### src/rtl/consmax_drain_pkg.sv
// Shared constants, head-word type and round-robin helper for the consmax_bus drain stage.
package consmax_drain_pkg;

  localparam int unsigned GBUS_WIDTH = 4;
  localparam int unsigned ODATA_BIT  = 8;
  localparam int unsigned GBUS_DATA  = GBUS_WIDTH * ODATA_BIT;
  localparam int unsigned NUM_HEAD   = 4;
  localparam int unsigned FIFO_DEPTH = 4;
  localparam int unsigned HEAD_IDX_W = $clog2(NUM_HEAD);
  localparam int unsigned PTR_W      = $clog2(FIFO_DEPTH);
  localparam int unsigned CNT_W      = $clog2(FIFO_DEPTH) + 1;

  typedef logic [GBUS_DATA-1:0] head_word_t;

  // First requesting head at or after ptr, wrapping; returns ptr when nothing requests.
  function automatic logic [HEAD_IDX_W-1:0] next_rr(input logic [HEAD_IDX_W-1:0] ptr,
                                                    input logic [NUM_HEAD-1:0]   req_vec);
    logic [HEAD_IDX_W-1:0] grant;
    logic                  found;
    int unsigned           idx;
    grant = ptr;
    found = 1'b0;
    for (int unsigned i = 0; i < NUM_HEAD; i++) begin
      idx = (32'(ptr) + i) % NUM_HEAD;
      if (!found && req_vec[idx]) begin
        grant = HEAD_IDX_W'(idx);
        found = 1'b1;
      end
    end
    return grant;
  endfunction

endpackage

### src/rtl/consmax_head_fifo.sv
// Per-head synchronous FIFO; a push into a full FIFO is accepted only when the same cycle pops.
module consmax_head_fifo
  import consmax_drain_pkg::*;
(
  input  logic             clk,
  input  logic             rst,
  input  logic             push,
  input  logic             pop,
  input  head_word_t       wdata,
  output head_word_t       rdata,
  output logic             empty,
  output logic             full,
  output logic [CNT_W-1:0] count
);

  head_word_t       mem [FIFO_DEPTH];
  logic [PTR_W-1:0] wptr;
  logic [PTR_W-1:0] rptr;
  logic             do_push;
  logic             do_pop;

  assign empty   = (count == '0);
  assign full    = (count == CNT_W'(FIFO_DEPTH));
  assign do_pop  = pop && !empty;
  assign do_push = push && (!full || do_pop);
  assign rdata   = mem[rptr];

  always_ff @(posedge clk) begin
    if (rst) begin
      wptr  <= '0;
      rptr  <= '0;
      count <= '0;
    end else begin
      if (do_push) wptr <= wptr + PTR_W'(1);
      if (do_pop)  rptr <= rptr + PTR_W'(1);
      case ({do_push, do_pop})
        2'b10:   count <= count + CNT_W'(1);
        2'b01:   count <= count - CNT_W'(1);
        default: count <= count;
      endcase
    end
  end

  // Storage needs no reset: pointers and count define what is valid.
  always_ff @(posedge clk) begin
    if (do_push) mem[wptr] <= wdata;
  end

endmodule

### src/rtl/consmax_bus_drain.sv
// Buffers per-head consmax_bus words and drains them round-robin onto one valid/ready bus.
module consmax_bus_drain
  import consmax_drain_pkg::*;
(
  input  logic                           clk,
  input  logic                           rst,
  input  logic [GBUS_DATA*NUM_HEAD-1:0]  cns_odata,
  input  logic [GBUS_WIDTH*NUM_HEAD-1:0] cns_odata_valid,
  output logic [GBUS_DATA-1:0]           out_data,
  output logic [HEAD_IDX_W-1:0]          out_head,
  output logic                           out_valid,
  input  logic                           out_ready,
  output logic [NUM_HEAD-1:0]            fifo_full,
  output logic [NUM_HEAD-1:0]            ovf_err,
  output logic [NUM_HEAD-1:0]            lane_err,
  input  logic                           err_clr
);

  head_word_t            rdata [NUM_HEAD];
  logic [CNT_W-1:0]      count [NUM_HEAD];
  logic [NUM_HEAD-1:0]   push;
  logic [NUM_HEAD-1:0]   partial;
  logic [NUM_HEAD-1:0]   pop;
  logic [NUM_HEAD-1:0]   empty;
  logic [NUM_HEAD-1:0]   full;
  logic [HEAD_IDX_W-1:0] rr_ptr;
  logic [HEAD_IDX_W-1:0] grant;
  logic                  load;

  assign grant = next_rr(rr_ptr, ~empty);
  assign load  = (!out_valid || out_ready) && (|(~empty));

  for (genvar h = 0; h < NUM_HEAD; h++) begin : g_head
    logic [GBUS_WIDTH-1:0] lane_v;
    assign lane_v     = cns_odata_valid[h*GBUS_WIDTH +: GBUS_WIDTH];
    assign push[h]    = &lane_v;
    assign partial[h] = (|lane_v) && !(&lane_v);
    assign pop[h]     = load && (grant == HEAD_IDX_W'(h));
    assign fifo_full[h] = (count[h] == CNT_W'(FIFO_DEPTH));

    consmax_head_fifo u_fifo (
      .clk   (clk),
      .rst   (rst),
      .push  (push[h]),
      .pop   (pop[h]),
      .wdata (cns_odata[h*GBUS_DATA +: GBUS_DATA]),
      .rdata (rdata[h]),
      .empty (empty[h]),
      .full  (full[h]),
      .count (count[h])
    );
  end

  // Output register, arbiter pointer and sticky error flags (set beats clear).
  always_ff @(posedge clk) begin
    if (rst) begin
      out_valid <= 1'b0;
      out_data  <= '0;
      out_head  <= '0;
      rr_ptr    <= '0;
      ovf_err   <= '0;
      lane_err  <= '0;
    end else begin
      if (load) begin
        out_valid <= 1'b1;
        out_data  <= rdata[grant];
        out_head  <= grant;
        rr_ptr    <= HEAD_IDX_W'((32'(grant) + 32'd1) % NUM_HEAD);
      end else if (out_ready) begin
        out_valid <= 1'b0;
      end
      ovf_err  <= (err_clr ? '0 : ovf_err)  | (push & full & ~pop);
      lane_err <= (err_clr ? '0 : lane_err) | partial;
    end
  end

endmodule

### config.mk
export PLATFORM = sky130hd
export DESIGN_NAME = consmax_bus_drain
export DESIGN_NICKNAME = d
export VERILOG_FILES = /design/src/rtl/consmax_drain_pkg.sv /design/src/rtl/consmax_head_fifo.sv /design/src/rtl/consmax_bus_drain.sv
export SDC_FILE = /design/constraint.sdc
export NUM_CORES = 1
export LEC_CHECK = 0
export BUFFER_PORTS_ARGS = -buffer_cell sky130_fd_sc_hd__buf_2
export CORE_UTILIZATION = 35
export CTS_BUF_LIST = sky130_fd_sc_hd__clkbuf_2
export DETAILED_ROUTE_END_ITERATION = 16
export GPL_TIMING_DRIVEN = 0
export MAX_ROUTING_LAYER = met4
export PLACE_DENSITY = 0.62
export SLEW_MARGIN = 20
export SYNTH_ARGS = -nofsm -noshare
export SYNTH_HDL_FRONTEND = slang
export SYNTH_SLANG_ARGS = --single-unit
export TNS_END_PERCENT = 5
### constraint.sdc
create_clock -name clk -period 4.8 [get_ports clk]
set_input_delay 0 -clock clk [delete_from_list [all_inputs] [get_ports clk]]
set_output_delay 0 -clock clk [all_outputs]
set_load 0.01 [all_outputs]
## Word-level counts from Yosys, hierarchy flattened

Memory sizes are Yosys's and may differ from the RTL's. A register that Yosys moved wholly into a read port is not among the register bits.
Index checks and enable logic that the tools add are counted.

- Bitwise gates (word level): 7
- Order comparisons: 5
- Equality and inequality tests: 15
- Add/sub/neg operators: 20
- Reduce and logical (&&, ||, !) cells: 60
- Muxes and demuxes: 41

Operators with widths:

| operator | number |
|---|---|
| $bmux 32 s2 | 1 |
| $mux 32 | 2 |
| $pmux 3 s2 | 4 |
| $mux 2 | 11 |
| $add 2x1->2 const B | 10 |
| $logic_and 1x1->1 | 20 |
| $reduce_or 4->1 | 5 |
| $mux 1 | 17 |
| $logic_not 1->1 | 16 |
| $reduce_and 4->1 | 4 |
| $add 3x1->3 const B | 4 |
| $eq 2x2->1 const B | 6 |
| $eq 3x3->1 const B | 4 |
| $logic_not 3->1 | 4 |
| $lt 2x3->1 const B | 4 |
| $sub 3x1->3 const B | 4 |
| $eq 2x1->1 const B | 5 |
| $reduce_bool 2->1 | 5 |
| $and 4x4->4 | 2 |
| $bmux 1 s2 | 4 |
| $mux 4 | 2 |
| $not 4->4 | 2 |
| $or 4x4->4 | 2 |
| $logic_or 1x1->1 | 5 |
| other kinds (4) | 5 |

- Register bits after elaboration: 73
- RAM bits: 512
- Output and inout port bits: 47
- Bits of input ports: 148
- Memories kept: 4
- Logic and storage cells: 170

Memories:

| memory | depth | width | rd ports | clocked after Yosys merged registers in | write ports | line | text |
|---|---|---|---|---|---|---|---|
| g_head[0].u_fifo.mem | 4 | 32 | 1 | 1 | 1 | consmax_head_fifo.sv:16 | `head_word_t mem [FIFO_DEPTH];` |
| g_head[1].u_fifo.mem | 4 | 32 | 1 | 1 | 1 | consmax_head_fifo.sv:16 |  |
| g_head[2].u_fifo.mem | 4 | 32 | 1 | 1 | 1 | consmax_head_fifo.sv:16 |  |
| g_head[3].u_fifo.mem | 4 | 32 | 1 | 1 | 1 | consmax_head_fifo.sv:16 |  |

## Depth between registers and ports, before layout

Gate-level depths: netlist of the first run.

- Depth after elaboration: 21
- Gate-level depth with buffers: 14
- Gate-level depth less buffers: 13

## Modules after synthesis

From an unflattened synthesis of the first run, not the netlist that was laid out.

- Cell total of the unflattened synthesis: 1199
- Area total of the unflattened synthesis: 23196.0 µm²

By module, submodules not included:

| module | times used | area each (µm²) | seq. area each (µm²) | cells each |
|---|---|---|---|---|
| consmax_head_fifo | 4 | 5141.2 | 4023.9 | 226 |
| consmax_bus_drain | 1 | 2631.3 | 900.9 | 295 |

## Worst setup path before layout of the first run

OpenSTA, ideal clock, no wires.

- Path kind: reg2reg
- Start point: register g_head[1].u_fifo.count[0]
- End point: memory g_head[2].u_fifo.mem[0][0] in the netlist's numbering, enable pin
- Buffers on the path: 1
- Stages on the path, launching flop included: 9
- Arrival: 2.697 ns
- Setup time: 0.392 ns
- Path slack: 1.711 ns
- Data required time: 4.408 ns
- Period minus slack after synthesis: 3.089 ns
- Cell sequence: dfxtp_1 -> or3_1 -> buf_6 -> a311oi_1 -> a21oi_1 -> nor2_1 -> nand2_1 -> a21oi_2 -> and2_1

- Cells in the longest elaborated chain, start to end: 21
- Elaborated cells between the ends (all ways): 31
- Classes of those cells: 1 x eq/ne; 16 x mux; 1 x bitwise; 13 x reduce/logical

RTL lines:

| item | line | text |
|---|---|---|
| from (decl) | consmax_head_fifo.sv:13 | `output logic [CNT_W-1:0] count` |
| from (signal assigned) | consmax_head_fifo.sv:37 | `2'b10: count <= count + CNT_W'(1);` |
| from (signal assigned) | consmax_head_fifo.sv:38 | `2'b01: count <= count - CNT_W'(1);` |
| from (signal assigned) | consmax_head_fifo.sv:39 | `default: count <= count;` |
| $logic_not 3->1 (*) | consmax_head_fifo.sv:22 | `assign empty = (count == '0);` |
| $not 4->4 (*) | consmax_bus_drain.sv:30, consmax_bus_drain.sv:31 |  |
| $bmux 1 s2 | consmax_drain_pkg.sv:25 | `if (!found && req_vec[idx]) begin` |
| $mux 1 (not written as such) | consmax_drain_pkg.sv:25 |  |
| $mux 1 | consmax_drain_pkg.sv:25 |  |
| $logic_not 1->1 | consmax_drain_pkg.sv:25 |  |
| $logic_and 1x1->1 | consmax_drain_pkg.sv:25 |  |
| $mux 1 | consmax_drain_pkg.sv:25 |  |
| [... 5 more ...] | -- |  |
| $mux 2 | consmax_drain_pkg.sv:25 |  |
| $eq 2x2->1 | consmax_bus_drain.sv:38 | `assign pop[h] = load && (grant == HEAD_IDX_W'(h));` |
| $logic_and 1x1->1 (*) | consmax_bus_drain.sv:38 |  |
| $logic_and 1x1->1 (*) | consmax_head_fifo.sv:24 | `assign do_pop = pop && !empty;` |
| $logic_or 1x1->1 (*) | consmax_head_fifo.sv:25 | `assign do_push = push && (!full \|\| do_pop);` |
| $logic_and 1x1->1 (*) | consmax_head_fifo.sv:25 |  |
| $mux 1 (*) | consmax_head_fifo.sv:46 | `if (do_push) mem[wptr] <= wdata;` |
| $mux 1 (not written as such) (*) | consmax_head_fifo.sv:46 |  |
| to (decl) | consmax_head_fifo.sv:16 |  |

Every way passes the cells marked *; elsewhere a longest branch is shown, timed or not. The select of a mux whose other input is x is not followed.

## Worst setup path in the final report of the first run

- Start point: register g_head[0].u_fifo.count[2]
- End point: register g_head[1].u_fifo.count[2]

- Cells in the longest elaborated chain, start to end: 21
- Elaborated cells between the ends (all ways): 33
- Classes of those cells: 3 x eq/ne; 15 x mux; 1 x bitwise; 14 x reduce/logical

RTL lines:

| item | line | text |
|---|---|---|
| from (decl) | consmax_head_fifo.sv:13 |  |
| from (signal assigned) | consmax_head_fifo.sv:37 |  |
| from (signal assigned) | consmax_head_fifo.sv:38 |  |
| from (signal assigned) | consmax_head_fifo.sv:39 |  |
| $logic_not 3->1 (*) | consmax_head_fifo.sv:22 |  |
| $not 4->4 (*) | consmax_bus_drain.sv:30, consmax_bus_drain.sv:31 |  |
| $bmux 1 s2 | consmax_drain_pkg.sv:25 |  |
| $mux 1 (not written as such) | consmax_drain_pkg.sv:25 |  |
| $mux 1 | consmax_drain_pkg.sv:25 |  |
| $logic_not 1->1 | consmax_drain_pkg.sv:25 |  |
| $logic_and 1x1->1 | consmax_drain_pkg.sv:25 |  |
| $mux 1 | consmax_drain_pkg.sv:25 |  |
| [... 5 more ...] | -- |  |
| $mux 2 | consmax_drain_pkg.sv:25 |  |
| $eq 2x1->1 | consmax_bus_drain.sv:38 |  |
| $logic_and 1x1->1 (*) | consmax_bus_drain.sv:38 |  |
| $logic_and 1x1->1 (*) | consmax_head_fifo.sv:24 |  |
| $logic_or 1x1->1 | consmax_head_fifo.sv:25 |  |
| $logic_and 1x1->1 | consmax_head_fifo.sv:25 |  |
| $eq 2x1->1 or $eq 2x2->1 (tied branches) | consmax_head_fifo.sv:36 | `case ({do_push, do_pop})` |
| $pmux 3 s2 or $reduce_bool 2->1 (tied branches) | -- |  |

Marks and branches as above.
A chain may end at the register's enable or synchronous reset.

==> results of run 1 <==
==> cell usage after synthesis (2+ instances only) <==
cell and n:
dfxtp_1 81, nor3_2 2, buf_2 8, clkbuf_1 48, buf_1 4, xnor2_1 4
mux2i_1 4, a32o_1 32, nor2_1 50, or3_1 7, o21ai_0 3, a21oi_1 11
o211ai_1 2, inv_1 30, ha_1 19, and3_1 2, a21oi_2 3, nand3_1 34
a211oi_1 3, nor4_1 2, or4_1 4, buf_4 4, a22oi_1 5, o221ai_1 2
and2_1 16, nand3b_1 34, nor3_1 5, xor2_1 14, nand2_1 133, a21oi_4 2
edfxtp_1 512, nor2_2 2, nand2b_1 3, mux4_2 128, nand4_1 4, fa_1 4
==> final cells by class <==
type	instances	share of cell area (%)
Sequential cell	593	54.60
Timing Repair Buffer	642	18.04
Multi-Input combinational cell	551	17.90
Clock buffer	231	3.714
Tap cell	855	3.437
Clock inverter	45	1.005
Buffer	65	0.8884
Inverter	31	0.3738
Antenna cell	5	0.04020
==> tightest hold or removal path, cell delays in order <==
cell and delay [ns]:
dlygate4sd3_1 0.56, buf_2 0.11, dlygate4sd3_1 0.60
==> final timing paths <==
kind                                                  to  slack [ns]  cells after the start                              startpoint
setup reg to reg  g_head[1].u_fifo.count[2]$_SDFFE_PP0P_        0.59                     13  g_head[0].u_fifo.count[2]$_SDFFE_PP0P_
hold / removal     g_head[0].u_fifo.mem[2][31]$_DFFE_PP_        0.16                      3                           cns_odata[31]
setup / recovery  g_head[1].u_fifo.count[2]$_SDFFE_PP0P_        0.59                     13  g_head[0].u_fifo.count[2]$_SDFFE_PP0P_
hold reg to reg                    ovf_err[2]$_SDFF_PP0_        0.47                      2                   ovf_err[2]$_SDFF_PP0_
==> registers in the layout, indices dropped and copies added (netlist names), named ones only <==
signal,cells
g_head.u_fifo.wptr,8
g_head.u_fifo.count,12
out_valid,1
out_data,32
ovf_err,4
g_head.u_fifo.mem,512
out_head,2
rr_ptr,2
g_head.u_fifo.rptr,8
lane_err,4
==> what timing repair did <==
item | in CTS | in global routing
hold buffers | 432 | 0
buffers inserted | 0 | 0
resized for setup | 0 | 0
endpoints found under the hold margin | 1105 | 0
==> where the power goes <==
| group | leakage (nW) | internal (mW) | switching (mW) | total (mW) |
|---|---|---|---|---|
| registers | 5.28 | 5.81 | 0.165 | 5.97 |
| clock network | 1.10 | 1.51 | 2.06 | 3.56 |
| logic | 4.62 | 2.04 | 3.49 | 5.53 |
==> routing by layer <==
| layer | part of all wire (%) | wire, um | vias to the layer above | track usage, % |
|---|---|---|---|---|
| met3 | 7.1 | 4228 | 82 | 5.919 |
| met4 | 1.9 | 1153 | 0 | 5.868 |
| met2 | 49 | 29170 | 433 | 29.60 |
| met5 | 0 | 0 | - | - |
| li1 | - | - | 6607 | - |
| met1 | 42 | 25040 | 7157 | 22.80 |
==> through the flow <==
step	utilization, %	power [mW]	cell area (um^2)	instances
after floorplan	-	9.283	22940	1240
after global placement	38.68	11.32	24980	2289
after detailed placement	39.21	11.41	25320	2305
after CTS	48.18	15.28	31110	3013
after global routing	48.20	15.89	31130	3018
final	48.20	15.07	31130	3018
==> logic make-up after synthesis <==
logic type | synth area share [%]
flops | 74.09
simple gates | 6.365
mux | 12.86
buf+inv | 1.713
compound gates | 2.902
fa+ha+maj | 1.385
xor+xnor | 0.6872
==> summary.md, run 1 <==
| Metric | Value |
|---|---|
| DIE WIDTH | 258.0 um |
| Tmin final | 4.214 ns |
| Via count | 14,280 |
| Ys async rst share | 0% |
| Slew HR | 33.79% |
| Cell Rows | 93 |
| Family with the most delay on the worst path | compound AO/OA/AOI/OAI gates |
| Post-Syn Nets | 1,411 |
| Starting Density | 35.52% |
| Initial DRC count | 882 |
| Fin Clk Skew | 0.1018 ns |
| Nets | 2,209 |
| Pre-CTS setup slack | 1.154 ns |
| Hpwl dp | 39,640 um |
| RSZ-0062 raised after global routing | false |
| Cell with the most instances on the worst path | inv_1 |
| Distinct cells, synth | 55 |
| CTS sink count | 593 |
| Top Ports | 195 |
| Chip height | 258.0 um |
| Sequential fraction of the synthesis area | 74.09% |
| Commonest cells after routing, fill and taps aside | edfxtp_1 (512), dlygate4sd3_1 (432), clkbuf_2 (231) |
| Global router's overall resource usage | 18.70% |
| Startpoint types | flip-flop |
| EDFF count, synth | 512 |
| Crit path cell chain | nor3_2 > o221ai_1 > a211oi_1 > o21ai_2 > a21oi_4 > dlygate4sd3_1 > inv_1 > ha_1 > inv_1 > fa_1 > xor2_1 > or3_1 > a21oi_1 |
| Average size of a mapped cell | 18.50 um^2 |
| First-pass GRT wire length | 88,850 um |
| Total Routed Length | 59,590 um |
| Worst hold slack | 0.1627 ns |
| Status | completed |
| Static Leak | 10.99 nW |
| F_max | 237.3 MHz |
| Final setup violation count | 0 |
| Post-synth top flop | edfxtp_1 |
| Critical path capture point type | flip-flop |
| Multi-input logic area | 5570 um^2 |
| Initial antenna violation count | 4 |
| Largest stage delay, worst path | 0.87 ns |
| Die area | 66,570 um^2 |
| Req. time, crit path | 5.99 ns |
| Power per cell area | 484.1 nW/um^2 |
| Wirelength per Cell | 19.74 um |
| Largest net degree at the start of global routing | 27 |
| Syn Inst Count | 1,240 |
| TritonRoute pass-1 iters | 6 |
| Critical path peak fanout | 7 |
| Sequential cell area | 17,000 um^2 |
| Area grow syn2layout | 35.69% |
| CP max-delay cell | a211oi_1 |
| Slew @ Worst Pin | 0.9932 ns |
| Placeable Area | 64,580 um^2 |
| Root Driver | clkbuf_2 |
| IO buf count | 194 |
| Data arrival, critical path | 5.40 ns |
| VDD IR-drop max | 0.2810 mV |
| CTS buffer count | 154 |
| Yosys top cell area share | 67.02% |
| Syn Std Cell Area | 22,940 um^2 |
| Final WS setup | 0.5856 ns |
| Max-slew violations | 0 |
| Drc violations | 0 |
| Post-synth top area cell | edfxtp_1 |
| Vias/cell | 4.731 |
| Most common cell after layout, fill and taps aside | edfxtp_1 |
| Syn. warnings | 0 |
| Number of fill cells | 5,619 |
| Setup tns final | 0 ns |
| Clock-pin slew on the worst setup and hold paths | 0.10 ns |
| Max Buffers Root-to-Sink | 3 |
| Critical path class | reg -> reg |
| CTS tree | built |
| Worst Path Buf+Inv | 3 |
| Vias in the first global route | 15,170 |
| Final-report hold violation count | 0 |
| Area contributors post-synth | edfxtp_1 (67%), mux4_2 (13%), dfxtp_1 (7.1%), nand2_1 (2.2%), a32o_1 (1.4%) |
| Depth of the CTS H-tree | 4 |
| Max_cap viols | 0 |
| Tcrit/Tclk final | 87.80% |
| Final RePlAce weighted congestion | 0.8003 |
| Hold Path Class | in -> reg |
| FF+latch count, synth | 593 |
| Total grt overflow | 0 |
| Clock Latency Late Sink | 1.30 ns |
| Share of cells above drive strength 1 | 29.33% |
| DRT antenna net count | 0 |
No activity file was read; power rests on OpenSTA's default activity.
==> inputs of run 2 (changes only) <==
- CAP_MARGIN: not set -> 20
- GPL_TIMING_DRIVEN: 0 -> not set
- clock period: 4.8 -> 5.3 ns (I/O delays scaled with it)
==> run 2 against run 1 <==
Compared with the run above: count of clock-buffer cells in the layout fell by 18; final area down 3.7%; utilization decreased by 1.8 points; non-clock buffer count down 113; clock skew fell by 0.0022 ns; die area stayed put; combinational power is 15% lower; highest routed layer unchanged.
==> summary.md, run 2 (synthesis gave the netlist of run 1 again) <==
| Metric | Value |
|---|---|
| Status | completed |
| CTS buffer count | 146 |
| Number of fill cells | 5,692 |
| Slew @ Worst Pin | 0.8697 ns |
| Slew HR | 41.91% |
| Power per cell area | 436.4 nW/um^2 |
| Total grt overflow | 0 |
| Vias/cell | 4.764 |
| Data arrival, critical path | 5.02 ns |
| Initial antenna violation count | 4 |
| First-pass GRT wire length | 86,860 um |
| Tmin final | 3.861 ns |
| Final RePlAce weighted congestion | 0.7996 |
| Crit path cell chain | or3_1 > a311oi_1 > a211oi_1 > o21ai_2 > a21oi_4 > inv_1 > dlygate4sd3_1 > ha_1 > inv_1 > fa_1 > xor2_1 > or3_1 > a21oi_1 |
| Starting Density | 35.52% |
| Largest regs | g_head.u_fifo.mem x512, out_data x32, g_head.u_fifo.count x12 |
| Wirelength per Cell | 19.99 um |
| Hpwl dp | 35,950 um |
| Multi-input logic area | 5573 um^2 |
| # placed instances | 2,255 |
| Critical path capture point type | flip-flop |
| VDD IR-drop max | 0.5225 mV |
| Core Util, Final | 46.43% |
| Initial DRC count | 1,043 |
| DRT antenna net count | 0 |
| Max FFs per register | 512 |
| Global router's overall resource usage | 18.18% |
| Drc violations | 0 |
| Startpoint types | flip-flop |
| Setup tns final | 0 ns |
| F_max | 259.0 MHz |
| Most common cell after layout, fill and taps aside | edfxtp_1 |
| Share of cells above drive strength 1 | 30.14% |
| Chip height | 258.0 um |
| RSZ-0062 raised after global routing | false |
| Tcrit/Tclk final | 72.85% |
| TritonRoute pass-1 iters | 5 |
| Max Buffers Root-to-Sink | 3 |
| Max-slew violations | 0 |
| Static Leak | 10.56 nW |
| Placeable Area | 64,580 um^2 |
| Req. time, crit path | 6.46 ns |
| Fin cells | 2,882 |
| Fin Clk Skew | 0.09967 ns |
| Largest net degree at the start of global routing | 71 |
| CTS tree | built |
| Nets | 2,088 |
| CP max-delay cell | a311oi_1 |
| CTS sink count | 593 |
| Max_cap viols | 0 |
| Via count | 13,730 |
| Commonest cells after routing, fill and taps aside | edfxtp_1 (512), dlygate4sd3_1 (369), clkbuf_2 (213) |
| Area grow syn2layout | 30.70% |
| Clock-pin slew on the worst setup and hold paths | 0.10 ns |
| Total Power | 13.09 mW |
| Clock Latency Late Sink | 1.24 ns |
| Final-report hold violation count | 0 |
| Vias in the first global route | 14,640 |
| Hold Path Class | in -> reg |
| Sequential cell area | 17,000 um^2 |
| Root Driver | clkbuf_2 |
| Top Ports | 195 |
| Critical path peak fanout | 7 |
| Largest Register | g_head.u_fifo.mem |
| Final setup violation count | 0 |
| Cell Rows | 93 |
| Depth of the CTS H-tree | 4 |
| DIE WIDTH | 258.0 um |
| Critical path class | reg -> reg |
| Largest stage delay, worst path | 0.61 ns |
| Total Routed Length | 57,620 um |
| Die area | 66,570 um^2 |
| IO buf count | 194 |
## run 2: power breakdown
| part | internal, mW | total, mW | switching [mW] |
|---|---|---|---|
| Clock | 1.22 | 2.98 | 1.76 |
| Combinational | 1.76 | 4.68 | 2.93 |
| Sequential | 5.26 | 5.42 | 0.157 |
| Total | 8.24 | 13.1 | 4.85 |
## run 2: final timing paths
kind                                               start                                     end  slack (ns)  depth (start not counted)
hold / removal                             cns_odata[84]   g_head[2].u_fifo.mem[2][20]$_DFFE_PP_        0.16                          3
setup / recovery  g_head[1].u_fifo.count[0]$_SDFFE_PP0P_  g_head[1].u_fifo.count[2]$_SDFFE_PP0P_        1.44                         13
setup reg to reg  g_head[1].u_fifo.count[0]$_SDFFE_PP0P_  g_head[1].u_fifo.count[2]$_SDFFE_PP0P_        1.44                         13
hold reg to reg                 out_data[8]$_SDFFE_PP0N_                out_data[8]$_SDFFE_PP0N_        0.48                          1
## run 2: final cells by class
class / count / area share (%)
clock buffer: 213 / 3.555
tap: 855 / 3.568
inverter: 31 / 0.3881
clock inverter: 42 / 0.8388
antenna: 3 / 0.02504
timing repair buffer: 594 / 16.33
sequential: 593 / 56.70
multi-input combinational: 551 / 18.59
## run 2: per-stage QoR
step                      instance area [um^2]  hold slack [ns]  worst slack [ns]
after global routing                     29980        -0.003977             1.109
after floorplan                          22940          0.09887             2.211
after detailed placement                 24960           0.2173             1.439
after CTS                                29960       0.00009004             1.424
after global placement                   24960           0.2105             1.547
final                                    29980           0.1561             1.439
## run 2: per-layer routing
layer | routed length (um) | global-route usage, %
met1 | 24140 | 22.45
met2 | 28530 | 28.55
met3 | 4116 | 5.948
met4 | 837 | 5.178
met5 | 0 | -
## run 2: timing repair
item	4_1_cts	5_1_grt
hold endpoints to repair	1105	4
resized for setup	0	0
buffers inserted	0	0
hold buffers	367	2
## run 2: worst max-delay path, delay by kind of cell, from the launching register on
kind,cells,cell delay [ns]
buf+inv,3,0.67
fa+ha+maj,2,0.55
xor+xnor,1,0.16
simple gates,2,0.85
compound gates,5,1.22
flops,1,0.35
